## src/rtl/imm_pack_writer.sv

```systemverilog
// Immediate encoder and instruction-memory writer for the program loader.
// Range-checks an immediate, scatters it into a base instruction, writes it out.
module imm_pack_writer #(
    parameter int ADDR_WIDTH = 16
) (
    input  logic                  clk_i,
    input  logic                  rst_i,
    input  logic                  start_i,
    input  logic [ADDR_WIDTH-1:0] start_addr_i,
    input  logic                  valid_i,
    output logic                  ready_o,
    input  logic                  last_i,
    input  logic [31:0]           base_i,
    input  logic [31:0]           imm_i,
    input  logic [2:0]            imm_src_i,
    input  logic                  signed_i,
    output logic                  wr_en_o,
    output logic [ADDR_WIDTH-1:0] wr_addr_o,
    output logic [31:0]           wr_data_o,
    output logic                  done_o,
    output logic                  err_o,
    output logic [15:0]           word_count_o,
    output logic [7:0]            err_count_o
);

    typedef enum logic {
        IDLE,
        RUN
    } state_t;

    state_t                state;
    logic [ADDR_WIDTH-1:0] addr;
    logic                  accept;
    logic                  in_range;
    logic [31:0]           pack_word;
    logic                  fit_s12;
    logic                  fit_s13;
    logic                  fit_s21;

    assign ready_o = (state == RUN);
    assign accept  = valid_i & ready_o;

    // A value fits an N-bit signed field when all bits above N-2 match.
    assign fit_s12 = (&imm_i[31:11]) | ~(|imm_i[31:11]);
    assign fit_s13 = (&imm_i[31:12]) | ~(|imm_i[31:12]);
    assign fit_s21 = (&imm_i[31:20]) | ~(|imm_i[31:20]);

    always_comb begin
        in_range  = 1'b0;
        pack_word = base_i;
        unique case (imm_src_i)
            3'b000: begin
                in_range = signed_i ? fit_s12 : ~(|imm_i[31:12]);
                pack_word[31:20] = imm_i[11:0];
            end
            3'b001: begin
                in_range = fit_s12;
                pack_word[31:25] = imm_i[11:5];
                pack_word[11:7]  = imm_i[4:0];
            end
            3'b010, 3'b111: begin
                if (imm_src_i == 3'b010)
                    in_range = fit_s13 & ~imm_i[0];
                else
                    in_range = ~(|imm_i[31:13]) & ~imm_i[0];
                pack_word[31]    = imm_i[12];
                pack_word[7]     = imm_i[11];
                pack_word[30:25] = imm_i[10:5];
                pack_word[11:8]  = imm_i[4:1];
            end
            3'b011: begin
                in_range = ~(|imm_i[11:0]);
                pack_word[31:12] = imm_i[31:12];
            end
            3'b100: begin
                in_range = fit_s21 & ~imm_i[0];
                pack_word[31]    = imm_i[20];
                pack_word[19:12] = imm_i[19:12];
                pack_word[20]    = imm_i[11];
                pack_word[30:21] = imm_i[10:1];
            end
            3'b101: begin
                // funct7 in [31:25] stays from base so SRAI survives
                in_range = ~(|imm_i[31:5]);
                pack_word[24:20] = imm_i[4:0];
            end
            3'b110: begin
                in_range = 1'b0;
            end
        endcase
    end

    always_ff @(posedge clk_i) begin
        if (rst_i) begin
            state        <= IDLE;
            addr         <= '0;
            wr_en_o      <= 1'b0;
            wr_addr_o    <= '0;
            wr_data_o    <= '0;
            done_o       <= 1'b0;
            err_o        <= 1'b0;
            word_count_o <= '0;
            err_count_o  <= '0;
        end else begin
            wr_en_o <= 1'b0;
            done_o  <= 1'b0;
            unique case (state)
                IDLE: begin
                    if (start_i) begin
                        addr         <= {start_addr_i[ADDR_WIDTH-1:2], 2'b00};
                        err_o        <= 1'b0;
                        word_count_o <= '0;
                        err_count_o  <= '0;
                        state        <= RUN;
                    end
                end
                RUN: begin
                    if (accept) begin
                        done_o <= last_i;
                        if (last_i)
                            state <= IDLE;
                        if (in_range) begin
                            wr_en_o      <= 1'b1;
                            wr_data_o    <= pack_word;
                            wr_addr_o    <= addr;
                            addr         <= addr + ADDR_WIDTH'(4);
                            word_count_o <= word_count_o + 16'd1;
                        end else begin
                            err_o <= 1'b1;
                            if (err_count_o != 8'hFF)
                                err_count_o <= err_count_o + 8'd1;
                        end
                    end
                end
            endcase
        end
    end

endmodule

```

## config.mk

```make
export PLATFORM = sky130hd
export DESIGN_NAME = imm_pack_writer
export DESIGN_NICKNAME = d
export VERILOG_FILES = /design/src/rtl/imm_pack_writer.sv
export SDC_FILE = /design/constraint.sdc
export NUM_CORES = 1
export LEC_CHECK = 0
export BUFFER_PORTS_ARGS = -buffer_cell sky130_fd_sc_hd__buf_4
export CORE_MARGIN = 4
export CORE_UTILIZATION = 50
export DETAILED_ROUTE_END_ITERATION = 7
export PLACE_DENSITY = 0.8
export SYNTH_ARGS = -nofsm -noshare
export SYNTH_HDL_FRONTEND = slang
export SYNTH_SLANG_ARGS = --single-unit
```

## constraint.sdc

```tcl
create_clock -name clk_i -period 3.05 [get_ports clk_i]
set_input_delay 0.61 -clock clk_i [delete_from_list [all_inputs] [get_ports clk_i]]
set_output_delay 0.61 -clock clk_i [all_outputs]
set_load 0.03 [all_outputs]
```

==> results.txt, run 1 <==
For this run, the leading register cell type out of synthesis is sky130_fd_sc_hd__dfxtp_1. The synthesis-to-layout area growth is 34.0%. Counting the buffers created by CTS gives 9. The final hold violation count is 0.

Sequential elements use 37.3% of the synthesized area. The post-route netlist has 29.9% of its cells at a drive strength greater than 1. The total die area came out at 11,100 sq um. Leaving out fill and tap cells, the most frequent cells in the layout are 179 x sky130_fd_sc_hd__buf_4, 104 x sky130_fd_sc_hd__nand2_1, 88 x sky130_fd_sc_hd__dfxtp_1. The post-synth design cell area came out at 4720 sq um. The total number of yosys warnings came out at 0.

From bottom edge to top edge, the die measures 105 microns. The leakage power total came out at 0.00256 uW. The width of the chip is 105 microns. The largest single stage delay on the critical path is 0.55 ns. The synthesized netlist contains 71 unique library cells.

The arrival time reported for the critical path endpoint is 3.15 ns. Setup repair after global routing left no endpoint under its margin. The number of antenna violations at the first check in global routing came out at 0. The register clock-pin slew on the reported worst setup and hold paths is 0.10 ns. The number of I/O port buffers is 160. Entering global routing, the biggest net connects 36 pins. The via count of the first global-routing pass came out at 4,960. The via count is 5,161. The clock insertion delay at the later pin of the skew report is 0.36 ns. The top-level port count came out at 165. The count of final max-slew check failures is 0. The worst setup path is captured at a register. For this run, the top clock speed supported by timing is 349 MHz. The antenna diode count came out at 0. The buffers plus inverters on the worst setup path came out at 2. The register-to-register setup slack is 0.72 ns. Once detail routing completed, the nets flagged for antenna violations numbered 0.

The number of buffers inserted to repair setup after CTS is 0. The critical path required time is 3.34 ns. The global routing usage on met1 came out at 32.6%. The number of nets at the end of the flow came out at 830. The final standard cell count with taps included and fillers excluded came out at 854. The cell count after synthesis is 585. The TritonCTS clock tree is built. For this configuration, the core starts out at a cell density of 51.3%. The wire length after detailed routing came out at 14,900 microns. The maximum vdd ir drop came out at 286 uV. The H-tree was split into 3 levels. The via density per instance is 6.04.

The floorplan has 35 rows. The half-perimeter wire length after placement is 11,300 microns. The startpoint type of the worst setup path is an input pin. In this run, the number of DRC markers left after iteration 0 of detailed routing was 349. The post-layout minimum cycle time is 2.86 ns. After synthesis, the share of flip-flops with an asynchronous set or reset is 0%. The total power is 2380 uW.

The clock sink count is 88. The worst setup path is of the in -> reg kind. The number of hold buffers added after CTS came out at 0. The maximum fanout encountered on the critical timing path is 35.

Leaving out fill and tap cells, the most frequent cell in the layout is sky130_fd_sc_hd__buf_4. No sink is reached through more buffers than the 2 on the longest clock path. The tree is rooted in a sky130_fd_sc_hd__clkbuf_8. The slew at the pin closest to its max-slew limit is 0.829 ns.

The largest individual stage delay along the critical path comes from the cell sky130_fd_sc_hd__a2111oi_0. For this run, global-route usage on met3 was measured as 4.63%. The number of violations of the max-capacitance limit came out at 0. The layer carrying the most global-route usage is met2. Routability-driven placement finished with a final weighted congestion of 0.953. Once placement completed, the tool counted placed cells totaling 838. The number of gates resized after CTS is 0.

The final core utilization came out at 68.8%. After detailed routing, the number of remaining DRC violations is 0. The average cell area after synthesis came out at 8.07 sq um.

Across every metal layer, demand over resource in global routing totals 26.1%. The number of failing setup endpoints in the final timing report came out at 0. The tightest min-delay check is of the in -> reg type. Counting flops and latches in the post-synthesis netlist gives 88. The detail-routed net length per standard cell is 17.4 microns. The category of cells accounting for the largest share of critical-path delay is compound AO/OA/AOI/OAI gates. Traced cell by cell, the critical path runs through buf_4, nor4_1, nand4b_1, a2111oi_0, a311o_2, o21ai_4, buf_12, or3_1, a31oi_1.

In the global route stage, met2 resource usage came out at 44.6%. The first TritonRoute pass finished after 5 iterations. The worst clock skew on the final layout came out at 0.0129 ns. The worst path uses 93.9% of the clock period. The count of flip-flops with a built-in enable after synthesis came out at 0. The final global-route overflow total is 0. The global-route wire length before repair came out at 24,100 microns.

Dividing total power by cell area gives a power density of 376 nW/um^2. The flow ran to the end, and the final reports show no timing, DRC or antenna violations. The core region is 9200 sq um. Headroom to the max-slew limit came out at 44.4%.
-- kinds of logic after synthesis --
kind of cell / after synthesis / share of synthesized area (%)
buffers and inverters: 50 / 4.53
and+or+nand+nor: 241 / 25.6
other: 1 / 0.0794
adders and majority gates: 3 / 0.795
muxes: 35 / 7.63
AOI/OAI and AO/OA: 165 / 23.7
DFF: 88 / 37.3
xor gates and xnor gates: 2 / 0.371
-- metrics by stage --
step / hold slack, ns / instance area [sq um] / TNS (ns) / setup WS, ns
CTS: 0.424 / 6330 / 0 / 0.304
global placement: 0.442 / 6120 / 0 / 0.0498
finish: 0.430 / 6330 / 0 / 0.186
global route: 0.425 / 6330 / 0 / 0.137
detailed placement: 0.447 / 6120 / -0.312 / -0.0658
floorplan: 0.442 / 4730 / 0 / 0.425
-- synth_stat cells, types with 8 or more instances --
library cell | number | share of area (%)
sky130_fd_sc_hd__nand3_1 | 18 | 1.9
sky130_fd_sc_hd__dfxtp_1 | 88 | 37
sky130_fd_sc_hd__nand3b_1 | 8 | 1.3
sky130_fd_sc_hd__clkbuf_1 | 23 | 1.8
sky130_fd_sc_hd__nand2_1 | 104 | 8.3
sky130_fd_sc_hd__mux2i_1 | 27 | 5.7
sky130_fd_sc_hd__nor3b_1 | 8 | 1.3
sky130_fd_sc_hd__o211ai_1 | 17 | 2.7
sky130_fd_sc_hd__a211oi_1 | 17 | 2.7
sky130_fd_sc_hd__buf_2 | 12 | 1.3
sky130_fd_sc_hd__a31oi_1 | 8 | 1.1
sky130_fd_sc_hd__a21oi_1 | 60 | 6.4
sky130_fd_sc_hd__nand4_1 | 10 | 1.3
sky130_fd_sc_hd__and3_1 | 13 | 1.7
sky130_fd_sc_hd__o21ai_0 | 11 | 1.2
sky130_fd_sc_hd__nor2_1 | 32 | 2.5
sky130_fd_sc_hd__nor3_1 | 11 | 1.2
sky130_fd_sc_hd__mux2_2 | 8 | 1.9
-- power by group --
group          switching (uW)  total [uW]  internal (uW)
sequential               23.3        1190           1160
clock                     462         859            397
combinational             178         333            156
-- routing by layer --
layer	vias up	wire, microns
met4	0	326
li1	2481	-
met2	210	7280
met3	28	1050
met5	-	0
met1	2442	6230
-- state kept, by name, indices dropped and copies added (netlist names) --
name,count
done_o,1
err_count_o,8
wr_en_o,1
wr_addr_o,14
word_count_o,16
ready_o,1
addr,14
wr_data_o,32
err_o,1
-- final timing paths --
| check | startpoint | to | cells past startpoint |
|---|---|---|---|
| setup / recovery | imm_i[5] | addr[7] | 9 |
| hold reg to reg | wr_addr_o[2] | wr_addr_o[2] | 2 |
| hold / removal | last_i | ready_o | 2 |
| setup reg to reg | ready_o | word_count_o[7] | 4 |
-- area by class of cell --
cell class	count	area (sq um)
multi-input cells	448	2770
clock buffers	9	124
fillers	778	2870
inverters	8	30.0
flip-flops and latches	88	1760
repair buffers	183	1420
well taps	111	139
clock inverters	7	86.3
Note: power is estimated with default switching activity, not from simulation.
==> inputs of run 2 (changes only) <==
--- a/config.mk
+++ b/config.mk
@@ -7,9 +7,10 @@
 export LEC_CHECK = 0
 export BUFFER_PORTS_ARGS = -buffer_cell sky130_fd_sc_hd__buf_4
 export CORE_MARGIN = 4
-export CORE_UTILIZATION = 50
+export CORE_UTILIZATION = 40
 export DETAILED_ROUTE_END_ITERATION = 7
-export PLACE_DENSITY = 0.8
+export PLACE_DENSITY = 0.66
+export SLEW_MARGIN = 20
 export SYNTH_ARGS = -nofsm -noshare
 export SYNTH_HDL_FRONTEND = slang
 export SYNTH_SLANG_ARGS = --single-unit
==> run 2 against run 1 <==
Sequential share of layout area fell by 0.70 points. Final area rose by 2.6%. Core utilization fell by 12 points. Highest routed layer unchanged. Largest power group unchanged. Largest cell class unchanged. Non-clock buffer count did not move.
==> results.txt, run 2 (same netlist as run 1, synthesis figures left out) <==
The antenna diode count is 0 (unchanged). The standard cell area after detailed placement came to 6170 sq um (+0.86%). The biggest cell delay along the critical path is 0.46 ns (-0.09 ns).

The signal on the critical path passes through buf_4, nor4_1, nand4b_1, a2111oi_0, buf_4, a311oi_1, a21oi_4, buf_12, a41oi_1, a311oi_1. The relative slew slack is 47.6% (+3.2 points). The global-route wire length before repair is 23,700 microns (-1.7%). Leaving out fill and tap cells, the most frequent cell in the layout is sky130_fd_sc_hd__buf_4. The buffer cell driving the clock tree root is sky130_fd_sc_hd__clkbuf_16. The final design area excluding fillers is 6490 sq um (+2.6%). The number of nets at the end of the flow was 830 (unchanged). The width of the chip is 117 microns (+11%).

STA classifies the critical path startpoint as an input pin. The violation count after the first detailed-routing iteration is 262 (-25%). The buffer levels on the longest clock path was 2 (unchanged). The number of failing setup endpoints in the final timing report came out at 0 (unchanged).

The placer's final routability congestion estimate is 0.915 (-4.0%). The overall global routing resource usage came to 21.9% (-4.2 points). The total die area came out at 13,600 sq um (+23%). The power spent charging and discharging nets is 673 uW (+1.5%).

The internal power component came to 2040 uW (+19%). The startpoint identified for the worst hold timing path is wr_data_o[1]. The DRC violations left is 0 (unchanged). The startpoint identified for the worst register-to-register timing path is ready_o. The detail-routed net length per standard cell came to 17.1 microns (-2.1%). The number of nets with antenna violations after routing is 0 (unchanged). The final clock period utilization by the worst path is 88.4% (-5.5 points). The number of I/O port buffers was 160 (unchanged).

The path type of the worst setup path is in -> reg. The setup TNS is 0 ns (unchanged). The area of the core is 11,500 sq um (+25%). The number of gates resized after CTS is 0 (unchanged). From synthesis to final layout, the design area changed by 37.5%.

The fraction of layout instances using a drive strength above 1 came out at 29.9% (unchanged). The buffers plus inverters on the worst setup path came out at 3 (+1). The row count was 39 (+11%).

TritonCTS built the clock tree. The clock sink count was 88 (unchanged). The final hold violation count came out at 0 (unchanged). The clock power share is 44.0% (+7.9 points). The die span in y is 117 microns (+11%). The via density per instance is 5.69 (-5.8%).

The critical path starts at imm_i[5]. The detailed-routing iteration count for the pre-antenna-repair pass is 5 (unchanged). The critical path required time is 3.29 ns (-0.05 ns). Broken down by cell family, the worst path's largest delay share belongs to compound AO/OA/AOI/OAI gates. The post-layout minimum cycle time is 2.69 ns (-0.169 ns). The worst clock skew on the final layout is 0.00450 ns (-0.00842 ns). The maximum fanout encountered on the critical timing path is 37 (+5.7%).

The half-perimeter wire length after placement came out at 11,400 microns (+0.94%). The final global-route overflow total came out at 0 (unchanged). The largest net degree at the start of global routing came out at 47 (+31%). Routed signal wires occupy layers up through met4. The number of buffers added by the clock tree synthesis step came out at 9 (unchanged). The fmax came out at 371 MHz (+6.3%).

The library cells used most frequently in the layout, excluding fill and tap cells, are 178 x sky130_fd_sc_hd__buf_4, 104 x sky130_fd_sc_hd__nand2_1, 88 x sky130_fd_sc_hd__dfxtp_1. The wire length on met2 came to 6890 microns (-5.4%). The arrival time reported for the critical path endpoint was 2.94 ns (-0.21 ns). The number of antenna violations at the first check in global routing came out at 0 (unchanged). The detailed-routing wirelength on met1 came to 6580 microns (+5.6%). The leakage power total came out at 0.00261 uW (+2.2%). The via count came out at 5,044 (-2.3%). The register clock-pin slew on the reported worst setup and hold paths came out at 0.07 ns (-0.03 ns). STA classifies the critical path endpoint as a register.

The via count of the first global-routing pass is 4,839 (-2.4%). The count of final max-slew check failures came out at 0 (unchanged). In the final layout, the registers with the most flip-flops are wr_data_o: 32 flops, word_count_o: 16 flops. The tightest min-delay check is of the reg -> reg type. The cell with the biggest individual delay on the critical path is sky130_fd_sc_hd__nor4_1. The number of buffers inserted to repair setup after CTS came out at 0 (unchanged). The flow ran to the end, and the final reports show no timing, DRC or antenna violations. The net switching fraction of the power came out at 24.8% (-3.0 points). The starting density of the core is 41.2% (-10 points). The power share of the sequential group came out at 43.8% (-6.1 points). The clock insertion delay at the later pin of the skew report was 0.34 ns (-0.02 ns).

The wire length after detailed routing is 15,100 microns (+1.5%). The number of hold buffers added after CTS was 0 (unchanged). The ratio of total power to cell area came out at 417 nW/um^2 (+11%). The number of flip-flops in the largest register came out at 32 (unchanged).

The top-level port count came out at 165 (unchanged). The slew at the pin closest to its max-slew limit is 0.781 ns (-0.0476 ns). The combinational share of power is 12.1% (-1.9 points).

The maximum vdd ir drop came out at 261 uV (-8.5%). The number of violations of the max-capacitance limit is 0 (unchanged). The met3 wirelength from detailed routing is 1240 microns (+18%). wr_data_o holds more flip-flops than any other register. Setup repair after global routing left no endpoint under its margin. The maximum level of the CTS H-tree came out at 3 (unchanged).
-- run 2: power by group through the flow --
stage | logic, uW | registers, uW | clock network (uW)
floorplan | 170 | 1210 | 0
global placement | 320 | 1210 | 0
detailed placement | 326 | 1210 | 0
CTS | 328 | 1190 | 1220
global route | 356 | 1190 | 1280
finish | 329 | 1190 | 1190
-- run 2: layer usage --
metal | track usage, % | up-vias
met1 | 29.0 | 2331
met5 | 0 | -
li1 | - | 2487
met3 | 4.46 | 29
met2 | 34.4 | 197
met4 | 9.79 | 0
-- run 2: worst min-delay path, delay by kind of cell (launching register included) --
family | cells | cell delay, ns
DFF | 1 | 0.31
and+or+nand+nor | 1 | 0.05
AOI/OAI and AO/OA | 1 | 0.05
-- run 2: through the flow --
| stage | cells | hold WS [ns] | utilization, % | setup slack [ns] | total power, uW |
|---|---|---|---|---|---|
| final | 886 | 0.453 | 56.6 | 0.355 | 2710 |
| after floorplan | 586 | 0.442 | - | 0.425 | 1380 |
| after global routing | 886 | 0.471 | 56.6 | 0.122 | 2820 |
| after CTS | 886 | 0.443 | 56.6 | 0.363 | 2740 |
| after detailed placement | 870 | 0.447 | 53.8 | 0.0109 | 1540 |
| after global placement | 870 | 0.444 | 53.8 | 0.0838 | 1530 |
-- run 2: worst paths after layout --
path | to | slack [ns] | cells past startpoint
max | word_count_o[4] | 0.36 | 10
min | wr_data_o[1] | 0.45 | 2
min reg2reg | wr_data_o[1] | 0.45 | 2
max reg2reg | err_count_o[2] | 0.82 | 5
-- run 2: final cells by class --
class	count	area, sq um
Clock buffer	9	225
Clock inverter	7	95.1
Fill cell	1072	4970
Inverter	8	30.0
Multi-Input combinational cell	448	2770
Sequential cell	88	1760
Tap cell	143	179
Timing Repair Buffer	183	1440
==> inputs of run 3 (changes only) <==
--- a/config.mk
+++ b/config.mk
@@ -7,9 +7,9 @@
 export LEC_CHECK = 0
 export BUFFER_PORTS_ARGS = -buffer_cell sky130_fd_sc_hd__buf_4
 export CORE_MARGIN = 4
-export CORE_UTILIZATION = 40
+export CORE_UTILIZATION = 25
+export CTS_CLUSTER_DIAMETER = 30
 export DETAILED_ROUTE_END_ITERATION = 7
-export PLACE_DENSITY = 0.66
 export SLEW_MARGIN = 20
 export SYNTH_ARGS = -nofsm -noshare
 export SYNTH_HDL_FRONTEND = slang
==> run 3 against run 2 <==
Sequential power barely moved. Core utilization fell by 20 points. Register-to-register slack got worse by 0.02 ns. Clock skew rose by 0.0017 ns. Die area rose by 55%. Routed wire length rose by 9.6%. Hold slack got worse by 0.0019 ns. Critical path depth fell by 1. Via count fell by 0.22%. Critical path type unchanged. Largest power group unchanged.
==> results.txt, run 3 (same netlist as run 1, synthesis figures left out) <==
For hold timing, the worst endpoint is wr_data_o[2]. The wire length after detailed routing is 16,600 microns (+9.6%). The count of final max-slew check failures is 0 (unchanged). The post-layout minimum cycle time is 2.84 ns (+0.142 ns).

The top-level port count came to 165 (unchanged). The most frequent standard cell in the layout excluding fill and tap cells is sky130_fd_sc_hd__buf_4. The combinational share of power came to 12.8% (+0.7 points). The power share of the sequential group is 45.7% (+1.9 points). The worst clock skew on the final layout came out at 0.00624 ns (+0.00173 ns).

In this run the critical register-to-register path is captured at addr[13]. The overall global routing resource usage was 15.0% (-6.8 points). The register clock-pin slew on the reported worst setup and hold paths came to 0.06 ns (about the same). The final clock period utilization by the worst path came out at 93.0% (+4.7 points). The width of the chip is 145 microns (+25%). The number of buffers added by the clock tree synthesis step is 9 (unchanged). The startpoint of the worst hold path is wr_data_o[2]. The area of the core came out at 18,300 sq um (+59%). The row count came out at 49 (+26%).

The internal power component is 1940 uW (-4.5%). The maximum fanout encountered on the critical timing path is 20 (-46%). The final global-route overflow total came out at 0 (unchanged). The fraction of layout instances using a drive strength above 1 came out at 30.2% (+0.34 points). TritonCTS built the clock tree.

Setup repair after global routing left no endpoint under its margin. The critical path goes through buf_4, nor4_1, nand4b_1, a2111oi_1, a311o_2, o21ai_4, buf_12, o311ai_0, a21oi_1. The total die area was 21,200 sq um (+55%). The maximum level of the CTS H-tree was 3 (unchanged). The starting density of the core is 25.8% (-15 points).

The reg-to-reg startpoint is addr[4]. The via density per instance came to 5.15 (-9.5%). The maximum vdd ir drop came out at 300 uV (+15%). The largest registers in the layout are wr_data_o: 32 flops, word_count_o: 16 flops. The synthesis-to-layout area growth came out at 40.0%. The number of nets with antenna violations after routing came out at 0 (unchanged). The biggest cell delay along the critical path was 0.56 ns (+0.10 ns). On the critical path the largest part of the delay comes from compound AO/OA/AOI/OAI gates. The number of failing setup endpoints in the final timing report came to 0 (unchanged). The DRC violations left was 0 (unchanged).

The fmax is 352 MHz (-5.0%). The path type of the worst setup path is in -> reg. The detail-routed net length per standard cell is 16.9 microns (-0.60%). The leakage power total came out at 0.00262 uW (+0.38%). The placer's final routability congestion estimate is 0.839 (-8.4%). The buffer cell driving the clock tree root is sky130_fd_sc_hd__clkbuf_16. The number of violations of the max-capacitance limit is 0 (unchanged). The via count of the first global-routing pass was 4,715 (-2.6%).

The critical path required time came out at 3.27 ns (-0.02 ns). The number of flip-flops in the largest register came out at 32 (unchanged). The clock power share came out at 41.5% (-2.5 points). The half-perimeter wire length after placement came out at 12,400 microns (+9.2%). The cell with the biggest individual delay on the critical path is sky130_fd_sc_hd__nor4_1. The buffers plus inverters on the worst setup path is 2 (-1). Ranked by flip-flop count, first place goes to wr_data_o. The largest net degree at the start of global routing is 47 (unchanged). The number of nets at the end of the flow was 837 (+0.84%). The clock insertion delay at the later pin of the skew report was 0.34 ns (about the same). The worst hold path class is reg -> reg. The violation count after the first detailed-routing iteration came out at 259 (-1.1%). The antenna diode count came out at 0 (unchanged). The number of antenna violations at the first check in global routing was 0 (unchanged).

The arrival time reported for the critical path endpoint came out at 3.05 ns (+0.11 ns). The worst reg-to-reg path cell count is 6 (+1). The number of I/O port buffers is 160 (unchanged). The via count is 5,033 (-0.22%). The number of buffers inserted to repair setup after CTS came out at 0 (unchanged).

The slew at the pin closest to its max-slew limit came out at 0.932 ns (+0.151 ns). The relative slew slack is 37.5% (-10 points). The global-route wire length before repair is 26,000 microns (+9.6%). The buffer levels on the longest clock path is 2 (unchanged). The register-to-register setup slack is 0.80 ns (-0.02 ns).

The power spent charging and discharging nets is 656 uW (-2.5%). The library cells used most frequently in the layout, excluding fill and tap cells, are 185 x sky130_fd_sc_hd__buf_4, 104 x sky130_fd_sc_hd__nand2_1, 88 x sky130_fd_sc_hd__dfxtp_1. The post-layout worst setup margin came out at 0.213 ns (-0.142 ns). The ratio of total power to cell area came out at 393 nW/um^2 (-5.7%). The worst slack at placement is -0.185 ns (-0.196 ns). The final hold violation count is 0 (unchanged).

The detailed-routing iteration count for the pre-antenna-repair pass came to 6 (+1). The worst-case hold slack came to 0.451 ns (-0.00192 ns). The worst hold path cell count came to 2 (unchanged). The die span in y was 145 microns (+25%). The number of filler cells placed in the layout is 1,907 (+78%).

The worst setup path is captured at a register. STA classifies the critical path startpoint as an input pin. The clock sink count is 88 (unchanged).

The net switching fraction of the power is 25.2% (+0.39 points). The run finished with clean final reports.
[run 3: cell count changes in the layout (fill, tap and decap cells not counted), sizes merged]
cell,delta
bufinv,-1
inv,-1
buf,+7
clkbuf,+1
clkinv,-1
[run 3: repair_timing]
| item | CTS | global route |
|---|---|---|
| setup endpoints to repair | 0 | 13 |
| hold buffers | 0 | 0 |
| gates resized for setup | 0 | 1 |
[run 3: cell type report]
type                    instances  area [sq um]  area share [%]
flip-flops and latches         88          1760            26.7
clock buffers                  10           229            3.46
clock inverters                 4          47.5           0.719
inverters                       8          30.0           0.454
repair buffers                190          1490            22.5
multi-input cells             448          2770            41.9
well taps                     229           287            4.33
[run 3: worst max path at each step]
stage,slack (ns),to,depth (start not counted),start
floorplan,0.43,addr[11],8,imm_src_i[0]
global placement,-0.12,addr[14],9,imm_i[5]
detailed placement,-0.18,addr[14],9,imm_i[5]
CTS,0.16,wr_data_o[15],10,imm_i[5]
global route,0.05,addr[13],8,imm_i[5]
finish,0.21,addr[14],9,imm_i[5]
[run 3: stage by stage]
step | setup TNS (ns) | instance area [sq um] | std cells | power, uW | utilization, %
floorplan | 0 | 4730 | 586 | 1380 | -
global placement | -3.56 | 6330 | 963 | 1550 | 34.7
detailed placement | -8.50 | 6330 | 963 | 1550 | 34.7
CTS | 0 | 6610 | 977 | 2640 | 36.2
global route | 0 | 6610 | 977 | 2730 | 36.2
finish | 0 | 6610 | 977 | 2600 | 36.2
[run 3: layer usage]
| metal | GRT usage, % | up-vias | part of all wire, % | wire length, microns |
|---|---|---|---|---|
| met5 | 0 | - | 0 | 0 |
| met4 | 3.28 | 0 | 1.4 | 238 |
| met3 | 4.24 | 14 | 6.0 | 999 |
| met2 | 24.3 | 155 | 47 | 7730 |
| met1 | 20.1 | 2371 | 46 | 7590 |
| li1 | - | 2493 | - | - |
[run 3: worst register-to-register path: cells and delay by family, from the launching register on]
| kind | cells | cell delay (ns) |
|---|---|---|
| AO/OA/AOI/OAI | 3 | 0.82 |
| flip-flops | 1 | 0.40 |
| AND/OR/NAND/NOR | 3 | 0.95 |
[run 3: power groups by stage]
stage	Clock [uW]	Combinational (uW)	Sequential (uW)
5_1_grt	1170	365	1190
2_1_floorplan	0	170	1210
3_5_place_dp	0	333	1210
4_1_cts	1110	335	1190
6_report	1080	334	1190
3_3_place_gp	0	332	1210
